## src/rtl/prga_decrypt_fsm.sv

```systemverilog
// RC4 PRGA + decrypt stage: walks the encrypted ROM, XORs each byte with the
// keystream from S, writes plaintext out and aborts on a non-[a-z ] byte.
module prga_decrypt_fsm #(
    parameter int MSG_LEN = 32
) (
    input  logic       clk,
    input  logic       reset_n,
    input  logic       start,
    output logic       busy,
    output logic       done,
    output logic       key_bad,
    output logic [7:0] s_addr,
    output logic [7:0] s_wdata,
    output logic       s_wren,
    input  logic [7:0] s_q,
    output logic [4:0] rom_addr,
    input  logic [7:0] rom_q,
    output logic [4:0] out_addr,
    output logic [7:0] out_data,
    output logic       out_wren
);
    localparam logic [4:0] K_LAST = 5'(MSG_LEN - 1);

    typedef enum logic [3:0] {
        IDLE, RD_SI, WAIT_SI, CAP_SI, RD_SJ, WAIT_SJ, CAP_SJ, WR_SI,
        WR_SJ, RD_F, WAIT_F, CAP_F, CHECK, WR_OUT, DONE, BAD
    } state_t;

    state_t     state;
    logic [7:0] i, j, si, sj, f, m;
    logic [4:0] k;
    logic [7:0] d;
    logic       d_ok;

    assign d    = f ^ m;
    assign d_ok = ((d >= 8'h61) && (d <= 8'h7a)) || (d == 8'h20);

    // Every read holds its address for issue, WAIT and CAP, so q is sampled
    // two edges after the address appears whatever the memory latency (1 or 2).
    always_ff @(posedge clk or negedge reset_n) begin
        if (!reset_n) begin
            state <= IDLE;
            i     <= 8'd0;
            j     <= 8'd0;
            si    <= 8'd0;
            sj    <= 8'd0;
            f     <= 8'd0;
            m     <= 8'd0;
            k     <= 5'd0;
        end else begin
            case (state)
                IDLE: begin
                    if (start) begin
                        i     <= 8'd0;
                        j     <= 8'd0;
                        k     <= 5'd0;
                        state <= RD_SI;
                    end
                end
                RD_SI: begin
                    i     <= i + 8'd1;
                    state <= WAIT_SI;
                end
                WAIT_SI: state <= CAP_SI;
                CAP_SI: begin
                    si    <= s_q;
                    j     <= j + s_q;
                    state <= RD_SJ;
                end
                RD_SJ:   state <= WAIT_SJ;
                WAIT_SJ: state <= CAP_SJ;
                CAP_SJ: begin
                    sj    <= s_q;
                    state <= WR_SI;
                end
                WR_SI:  state <= WR_SJ;
                WR_SJ:  state <= RD_F;
                RD_F:   state <= WAIT_F;
                WAIT_F: state <= CAP_F;
                CAP_F: begin
                    f     <= s_q;
                    m     <= rom_q;
                    state <= CHECK;
                end
                CHECK:  state <= d_ok ? WR_OUT : BAD;
                WR_OUT: begin
                    if (k == K_LAST) begin
                        state <= DONE;
                    end else begin
                        k     <= k + 5'd1;
                        state <= RD_SI;
                    end
                end
                DONE:    state <= IDLE;
                BAD:     state <= IDLE;
                default: state <= IDLE;
            endcase
        end
    end

    // Moore decode of the state register: strobes drop the instant reset
    // forces IDLE, and address/data are valid in the strobe's own cycle.
    always_comb begin
        busy     = (state != IDLE);
        done     = (state == DONE);
        key_bad  = (state == BAD);
        s_addr   = 8'd0;
        s_wdata  = 8'd0;
        s_wren   = 1'b0;
        rom_addr = 5'd0;
        out_addr = 5'd0;
        out_data = 8'd0;
        out_wren = 1'b0;
        case (state)
            RD_SI:                  s_addr = i + 8'd1;
            WAIT_SI, CAP_SI:        s_addr = i;
            RD_SJ, WAIT_SJ, CAP_SJ: s_addr = j;
            // S[i] first then S[j]: when i == j the second write restores si.
            WR_SI: begin
                s_addr  = i;
                s_wdata = sj;
                s_wren  = 1'b1;
            end
            WR_SJ: begin
                s_addr  = j;
                s_wdata = si;
                s_wren  = 1'b1;
            end
            RD_F, WAIT_F, CAP_F: begin
                s_addr   = si + sj;
                rom_addr = k;
            end
            WR_OUT: begin
                out_addr = k;
                out_data = d;
                out_wren = 1'b1;
            end
            default: ;
        endcase
    end
endmodule

```

## config.mk

```make
export PLATFORM = sky130hd
export DESIGN_NAME = prga_decrypt_fsm
export DESIGN_NICKNAME = d
export VERILOG_FILES = /design/src/rtl/prga_decrypt_fsm.sv
export SDC_FILE = /design/constraint.sdc
export NUM_CORES = 1
export LEC_CHECK = 0
export CAP_MARGIN = 20
export CORE_MARGIN = 5
export CORE_UTILIZATION = 49
export CTS_CLUSTER_SIZE = 12
export DETAILED_ROUTE_END_ITERATION = 6
export PLACE_DENSITY = 0.77
export SLEW_MARGIN = 40
export SYNTH_ARGS = -nofsm -noshare
export SYNTH_HDL_FRONTEND = slang
export SYNTH_SLANG_ARGS = --single-unit
```

## constraint.sdc

```tcl
create_clock -name clk -period 1.98 [get_ports clk]
set_input_delay 0.297 -clock clk [delete_from_list [all_inputs] [get_ports clk]]
set_output_delay 0.297 -clock clk [all_outputs]
set_load 0.02 [all_outputs]
```

==> reports/summary.txt, run 1 <==
Synth Net Count - 380
pins over their slew limit - 0
Detailed Route WL - 11700 µm
vias after detailed routing - 3583
Slowest-stage cell, CP - dfrtp_1
Via-to-Cell Ratio - 5.77
Pre-Repair DR Iteration Count - 5
effective utilization at floorplan - 49.8%
Avg Synthesized Cell Area - 10.4 µm²
DRC viols - 0
Max rail drop VDD - 764 µV
clock transition at the registers of the reported paths - 70 ps
Worst slew margin - 72.0%
GR Overflow Total - 0
WP data arrival - 2290 ps
core area - 7140 µm²
Final Hold Slack - 392 ps
first-pass GRT wire length - 18300 µm
share of the synthesized area in the top cell type - 40.1%
detailed-route wire length on metal 1 - 4550 µm
Area Growth Syn to Fin - 52.1%
cell mode on critical path - buf_4
Ports - 58
detailed-route wire length per cell - 18.8 µm
Final setup viols - 16
gr usage total - 26.2%
wire length on met2 - 6080 µm
area leader, netlist - dfrtp_1
initial drt markers - 241
crit path kind - reg -> out
H-tree depth - 3
P_leak - 2.59 nW
met3 wire length - 770 µm
top layer reached by signal wires - met4
fraction of registers with async set/reset - 100%
number of flops mapped to enable cells by yosys - 0
Clock Sinks - 57
Post-DRT Antenna Nets - 0
Die Wd - 95.2 µm
ANT cells - 0
Hold Path Class - in -> reg
Worst Skew - 7.03 ps
Yosys cell types - 51
Worst Max-Slew Pin Slew - 420 ps
number of global-route vias before repair - 3675
CTS Buf Count - 9
RSZ-0062 raised after global routing - yes
max cap viols - 0
worst skew pair latency - 340 ps
Seq/Total Area, Yosys - 40.1%
worst r2r dst - j[7]
fin crit share - 131%
Layout Nets - 555
DIE AREA - 9050 µm²
layout cells sized above 1 - 46.0%
fmax - 386 MHz
final core occ - 75.7%
site row count - 31
Worst setup endpoint - s_addr[6]
final worst path period need - 2590 ps
Die Height - 95.2 µm
Reg2Reg Depth - 6
CTS tree - built
Final Hold Viols - 0
Synth Cell Area - 3550 µm²
violated checks - negative setup slack
outcome - complete, but fails checks
Top FF cell, synth - dfrtp_1
critical-path cell list - ha_2 > fa_2 > a21o_1 > a21oi_2 > buf_4 > nor3_1 > a31oi_1 > o211ai_1 > buf_4
Worst setup startpoint - si[0]
total number of yosys warnings - 0
Cells after Synth - 342
Critical Path RT - 1680 ps
root buffer cell - clkbuf_8
Max Buffers Root-to-Sink - 2
port bufs - 57
Reg2Reg Launch Point - j[1]
initial antenna violation count - 0
largest net degree at the start of global routing - 43
Yosys reg bits - 57
Pwr Density - 1770 nW/µm²
CP Launch Type - flip-flop
endpoint type of the worst setup path - output port
setup ws final - -611 ps
Max FO, Critical Path - 2
routability cong. - 0.922
synth top area cells - dfrtp_1 40%, mux2_2 10%, ha_1 6.0%
DP Wirelength - 7910 µm
final total power - 0.00959 W
pre-CTS setup slack - -567 ps
Reg2Reg Setup Slack - 90 ps
CP peak stage delay - 400 ps
## logic make-up after synthesis
| group | after synthesis | share of synthesized area, % |
|---|---|---|
| AND/OR/NAND/NOR | 107 | 16.2 |
| AO/OA/AOI/OAI | 88 | 18.0 |
| flip-flops | 57 | 40.1 |
| multiplexers | 33 | 10.5 |
| XOR/XNOR | 24 | 5.92 |
| adder cells (fa/ha/maj) | 19 | 7.11 |
| buffers and inverters | 14 | 2.25 |
## where the power goes
part	internal [W]	total (W)	switching [W]
registers	0.00168	0.00215	0.000465
clock network	0.000590	0.00112	0.000525
logic	0.00328	0.00633	0.00304
total	0.00555	0.00959	0.00403
## layout by cell type, fill, tap and decap left out, types with 9 or more instances in the layout
cell type	Yosys	layout
mux2_2	33	33
o21ai_0	20	16
buf_2	4	10
xnor2_1	16	15
a22o_1	18	18
clkdlybuf4s50_1	0	15
and2_1	13	13
ha_1	17	14
buf_4	2	110
nand2_1	23	22
nor2_1	30	25
clkbuf_8	0	9
buf_6	2	21
dfrtp_1	57	54
## state kept, by name (all words and copies together) (netlist names)
name   flops
f          8
i          8
j          8
k          5
m          8
si         8
sj         8
state      4
## Yosys cell counts (all sizes together), types with 2 or more instances
library cell,instances
a222oi,3
a221o,2
mux2,33
nor3,5
ha,17
buf,8
nand2b,5
o21bai,5
a22o,18
o22ai,2
nand4,2
a41oi,2
xor2,8
nand2,24
or3,2
a211oi,3
a21o,6
o211ai,6
nand3,9
and2,13
fa,2
and3,6
nor2,35
o21ai,21
a221oi,2
a21oi,10
xnor2,16
a211o,2
dfrtp,57
inv,6
## final cells by class
class,instances,area (µm²)
Multi-Input combinational cell,271,2200
Fill cell,437,1730
Sequential cell,57,1430
Timing Repair Buffer,172,1430
Clock buffer,9,124
Tap cell,99,124
Clock inverter,7,78.8
Inverter,6,22.5
## worst min-delay path by stage
stage	to	from	slack, ps	cells after the start
2_1_floorplan	f[0]	reset_n	1	0
3_3_place_gp	k[0]	reset_n	250	1
3_5_place_dp	k[1]	reset_n	260	1
4_1_cts	k[1]	reset_n	410	2
5_1_grt	f[3]	s_q[3]	380	2
6_report	si[3]	s_q[3]	390	2
## stage by stage
step	area (µm²)	TNS [ps]	cells
2_1_floorplan	3560	-139	342
3_3_place_gp	4930	-5280	583
5_1_grt	5410	-5970	621
3_5_place_dp	4930	-5950	583
6_report	5410	-4700	621
4_1_cts	5380	-3630	615
## layer usage
layer,up-vias,global-route usage [%]
met4,0,10.2
li1,1616,-
met2,179,45.2
met1,1757,31.8
met3,31,5.45
met5,-,0
## critical path: cells and delay by family, from the launching register on
family / cells / cell delay [ps]
DFF: 1 / 400
adders and majority gates: 2 / 560
buffers and inverters: 2 / 310
AOI/OAI and AO/OA: 4 / 650
and+or+nand+nor: 1 / 40
## repair_timing
action | CTS | global route
hold endpoints to repair | 15 | 0
pin swaps | 18 | 13
gates resized for setup | 173 | 50
hold buffers | 1 | 0
setup buffers | 16 | 8
setup endpoints to repair | 40 | 40
Note: power is estimated with default switching activity, not from simulation.
==> run 2: changes to the inputs <==
GPL_TIMING_DRIVEN = 0   (was not set)
==> reports/summary.txt, run 2 (same netlist as run 1, synthesis figures left out) <==
endpoint type of the worst setup path - output port
Final Hold Viols - 0 (unchanged)
initial drt markers - 252 (+4.6%)
outcome - complete, but fails checks
CTS tree - built
final std cells w/o fill - 581 (-6.4%)
Final Hold Slack - 367 ps (-24.5 ps)
ANT cells - 0 (unchanged)
layout cells sized above 1 - 44.2% (-1.8 points)
commonest non-fill, non-tap cell in the layout - buf_4
RSZ-0062 raised after global routing - yes
DP Wirelength - 6620 µm (-16%)
Die Wd - 95.2 µm (unchanged)
CP Launch Type - flip-flop
Reg2Reg Setup Slack - -30 ps (-120 ps)
port bufs - 57 (unchanged)
Max FO, Critical Path - 7 (+5)
clock transition at the registers of the reported paths - 80 ps (about the same)
CP peak stage delay - 500 ps (+100 ps)
detailed-route wire length per cell - 22.1 µm (+17%)
violated checks - negative setup slack
footprint of the multi-input gates - 2400 µm² (+9.5%)
Clock Sinks - 57 (unchanged)
Slowest-stage cell, CP - dfrtp_1
Max Buffers Root-to-Sink - 2 (unchanged)
Pwr Density - 1880 nW/µm² (+6.2%)
routability cong. - 0.937 (+1.6%)
Post-DRT Antenna Nets - 0 (unchanged)
effective utilization at floorplan - 49.8% (unchanged)
DRC viols - 0 (unchanged)
Worst slew margin - 62.4% (-9.7 points)
Detailed Route WL - 12800 µm (+9.8%)
WP data arrival - 2360 ps (+70 ps)
max cap viols - 0 (unchanged)
setup ws final - -680 ps (-68.5 ps)
crit path kind - reg -> out
fin crit share - 134% (+3.5 points)
gr usage total - 25.8% (-0.43 points)
P_leak - 2.46 nW (-5.0%)
Filler cells - 458 (+4.8%)
initial antenna violation count - 0 (unchanged)
Max rail drop VDD - 907 µV (+19%)
fmax - 376 MHz (-2.6%)
first-pass GRT wire length - 17600 µm (-3.8%)
core area - 7140 µm² (unchanged)
worst skew pair latency - 350 ps (about the same)
Die Height - 95.2 µm (unchanged)
Final setup viols - 18 (+2)
Critical Path RT - 1680 ps (about the same)
largest net degree at the start of global routing - 45 (+4.7%)
root buffer cell - clkbuf_8
H-tree depth - 3 (unchanged)
Hold Path Class - in -> async
DIE AREA - 9050 µm² (unchanged)
Reg area - 1430 µm² (+0.17%)
CTS Buf Count - 9 (unchanged)
DP Cell Count - 499 (-14%)
Worst Skew - 7.95 ps (+0.915 ps)
number of global-route vias before repair - 3409 (-7.2%)
Layout Nets - 516 (-7.0%)
site row count - 31 (unchanged)
pins over their slew limit - 0 (unchanged)
Ports - 58 (unchanged)
Area Growth Syn to Fin - 51.9%
commonest non-fill, non-tap cells in the layout - 57 x buf_4, 52 x dfrtp_1, 33 x mux2_2
vias after detailed routing - 3667 (+2.3%)
Fin Setup TNS - -5240 ps (-534 ps)
final worst path period need - 2660 ps (+68.5 ps)
GR Overflow Total - 0 (unchanged)
Pre-Repair DR Iteration Count - 6 (+1)
Via-to-Cell Ratio - 6.31 (+9.4%)
critical-path cell list - nand3_1 > nor3_2 > xor2_1 > a221oi_1 > o21ai_1 > buf_4
Worst Max-Slew Pin Slew - 564 ps (+144 ps)
==> run 2: cell types whose count changed in the layout (fill, tap and decap cells not counted), sizes merged, moves of 2 or more <==
cell / delta
inv: -4
clkbuf: -3
dlygate4sd2: +2
clkdlybuf4s15: +2
clkdlybuf4s50: -2
buf: -40
bufinv: +2
==> run 2: layout make-up <==
class	count	share of cell area, %
multi-input cells	273	44.5
flip-flops and latches	57	26.5
repair buffers	124	20.3
clock buffers	10	2.55
well taps	99	2.29
clock inverters	5	1.92
plain buffers	7	1.30
inverters	6	0.603
==> run 2: metrics by stage <==
step	worst slack [ps]	util, %	power, W	area [µm²]
final	-680	75.6	0.0102	5400
after global routing	-766	75.6	0.0106	5400
after CTS	-533	70.1	0.00876	5000
after detailed placement	-696	60.0	0.00632	4280
after global placement	-1200	59.6	0.00618	4260
after floorplan	-139	-	0.00506	3560
==> run 2: worst paths after layout <==
check / depth (start not counted) / endpoint / from
max in group asynchronous: 3 / j[1] / reset_n
min reg2reg: 1 / m[4] / m[4]
min: 2 / k[1] / reset_n
min in group clk: 2 / sj[4] / s_q[4]
max: 6 / s_addr[7] / i[0]
max reg2reg: 6 / state[2] / k[0]
==> run 2: where the power goes <==
| part | switching, W | leakage, nW | internal (W) | total, W |
|---|---|---|---|---|
| Combinational | 0.00323 | 1.64 | 0.00328 | 0.00652 |
| Clock | 0.000519 | 0.122 | 0.000864 | 0.00138 |
| Sequential | 0.000585 | 0.696 | 0.00168 | 0.00227 |
| Total | 0.00434 | 2.46 | 0.00583 | 0.0102 |
==> run 2: layer usage <==
| metal | GRT usage, % | up-vias | wire [µm] |
|---|---|---|---|
| met1 | 31.1 | 1771 | 4710 |
| li1 | - | 1537 | - |
| met2 | 44.5 | 268 | 6310 |
| met5 | 0 | - | 0 |
| met3 | 4.42 | 91 | 1050 |
| met4 | 11.9 | 0 | 761 |
==> run 2: what timing repair did <==
| action | in CTS | in global routing |
|---|---|---|
| endpoints found under the setup margin | 41 | 37 |
| pin swaps | 23 | 23 |
| cloned | 2 | 0 |
| setup buffers | 37 | 29 |
| endpoints found under the hold margin | 13 | 0 |
| hold buffers | 1 | 0 |
| gates resized for setup | 175 | 90 |
==> run 2: critical path, delay by kind of cell, from the launching register on <==
family,cells,cell delay (ps)
compound gates,2,620
simple gates,2,550
flops,1,500
buf+inv,1,200
xor+xnor,1,150
==> run 3: changes to the inputs <==
CORE_MARGIN = not set   (was 5)
==> reports/summary.txt, run 3 (same netlist as run 1, synthesis figures left out) <==
outcome - complete, but fails checks
violated checks - design-rule violations, negative setup slack
site row count - 30 (-3.2%)
Pre-Repair DR Iteration Count - 7 (+1)
Final Hold Viols - 0 (unchanged)
Critical Path RT - 1680 ps (about the same)
Clock Sinks - 57 (unchanged)
CTS Buf Count - 9 (unchanged)
clock transition at the registers of the reported paths - 80 ps (about the same)
vias after detailed routing - 3440 (-6.2%)
Hold Path Class - in -> async
DRC viols - 3 (+3)
P_leak - 2.35 nW (-4.5%)
endpoint type of the worst setup path - output port
ANT cells - 0 (unchanged)
CTS tree - built
fmax - 386 MHz (+2.7%)
DP Cell Count - 496 (-0.60%)
Layout Nets - 497 (-3.7%)
Die Height - 87.2 µm (-8.4%)
Area Growth Syn to Fin - 46.4%
WP data arrival - 2290 ps (-70 ps)
Die Wd - 87.2 µm (-8.4%)
crit path kind - reg -> out
gr usage total - 26.9% (+1.2 points)
commonest non-fill, non-tap cell in the layout - dfrtp_1
Worst slew margin - 64.2% (+1.8 points)
Ports - 58 (unchanged)
H-tree depth - 3 (unchanged)
Post-DRT Antenna Nets - 0 (unchanged)
final worst path period need - 2590 ps (-69.1 ps)
Detailed Route WL - 10900 µm (-15%)
DP Wirelength - 6400 µm (-3.2%)
initial antenna violation count - 0 (unchanged)
Worst Skew - 14.5 ps (+6.52 ps)
Pwr Density - 1770 nW/µm² (-6.2%)
routability cong. - 0.879 (-6.1%)
commonest non-fill, non-tap cells in the layout - 55 x dfrtp_1, 40 x buf_4, 35 x buf_6
Final setup viols - 25 (+7)
max cap viols - 0 (unchanged)
CP Launch Type - flip-flop
worst skew pair latency - 350 ps (about the same)
DIE AREA - 7600 µm² (-16%)
Fin Setup TNS - -4800 ps (+439 ps)
core area - 6910 µm² (-3.2%)
final std cells w/o fill - 559 (-3.8%)
Max Buffers Root-to-Sink - 2 (unchanged)
pins over their slew limit - 0 (unchanged)
first-pass GRT wire length - 15300 µm (-13%)
initial drt markers - 320 (+27%)
root buffer cell - clkbuf_8
port bufs - 57 (unchanged)
Max FO, Critical Path - 2 (-5)
detailed-route wire length per cell - 19.6 µm (-11%)
RSZ-0062 raised after global routing - yes
Worst Max-Slew Pin Slew - 537 ps (-27.3 ps)
Filler cells - 481 (+5.0%)
GR Overflow Total - 0 (unchanged)
effective utilization at floorplan - 51.4% (+1.7 points)
Via-to-Cell Ratio - 6.15 (-2.5%)
final core occ - 75.3% (-0.32 points)
fin crit share - 131% (-3.5 points)
largest net degree at the start of global routing - 41 (-8.9%)
layout cells sized above 1 - 42.8% (-1.4 points)
Max rail drop VDD - 1030 µV (+14%)
number of global-route vias before repair - 3041 (-11%)
setup ws final - -611 ps (+69.1 ps)
Reg2Reg Setup Slack - 60 ps (+90 ps)
run 3: changes by cell type in the layout (fill, tap and decap cells not counted), sizes merged:
cell           change
buf               -20
bufinv             -1
clkdlybuf4s15      +3
clkinv             -1
clkinvlp           +1
dlygate4sd2        -1
dlymetal6s2s       -1
inv                +2
nor2               -1
run 3: through the flow:
step                hold slack (ps)  instance area [µm²]  setup WS (ps)  power (W)
floorplan                      1.41                 3560           -139    0.00506
global placement                511                 4250          -1220    0.00615
detailed placement              191                 4270           -682    0.00629
CTS                             373                 4850           -541    0.00819
global route                    402                 5200           -710    0.00962
finish                          369                 5200           -611    0.00919
run 3: cell type report:
type | count | area (µm²) | share of cell area (%)
Timing Repair Buffer | 105 | 966 | 18.6
Sequential cell | 57 | 1430 | 27.5
Buffer | 8 | 73.8 | 1.42
Tap cell | 96 | 120 | 2.31
Multi-Input combinational cell | 272 | 2370 | 45.5
Clock inverter | 6 | 92.6 | 1.78
Inverter | 6 | 28.8 | 0.553
Clock buffer | 9 | 124 | 2.38
run 3: repair_timing:
item                                   4_1_cts  5_1_grt
hold buffers                                 1        0
pin swaps                                   19       21
setup endpoints to repair                   41       40
resized for setup                          175       91
buffers inserted                            24       24
cloned                                       1        0
endpoints found under the hold margin       17        0
run 3: worst paths after layout:
kind / from / endpoint / cells after the start
max in group asynchronous: reset_n / state[3] / 3
max: sj[0] / s_addr[7] / 9
min reg2reg: m[6] / m[6] / 1
max reg2reg: state[1] / j[6] / 8
min in group clk: s_q[2] / f[2] / 2
min: reset_n / i[4] / 2
run 3: power by group:
part	internal (W)	switching, W	total (W)	leakage (nW)
clock	0.000708	0.000524	0.00123	0.102
sequential	0.00168	0.000553	0.00223	0.700
combinational	0.00283	0.00289	0.00573	1.54
run 3: metal layers:
metal  wire length (µm)  up-vias  GRT usage [%]
li1                   -     1496              -
met2               5440      195           45.5
met3                795       47           5.88
met4                407        0           10.3
met1               4310     1702           33.8
met5                  0        -              0
run 3: worst max-delay path, stage by stage, from the launching register on:
cell	delay, ps
dfrtp_1	390
ha_2	210
buf_4	140
buf_6	110
a211oi_2	240
o21bai_2	100
a41oi_1	250
xnor2_1	130
o21ai_1	190
buf_4	170
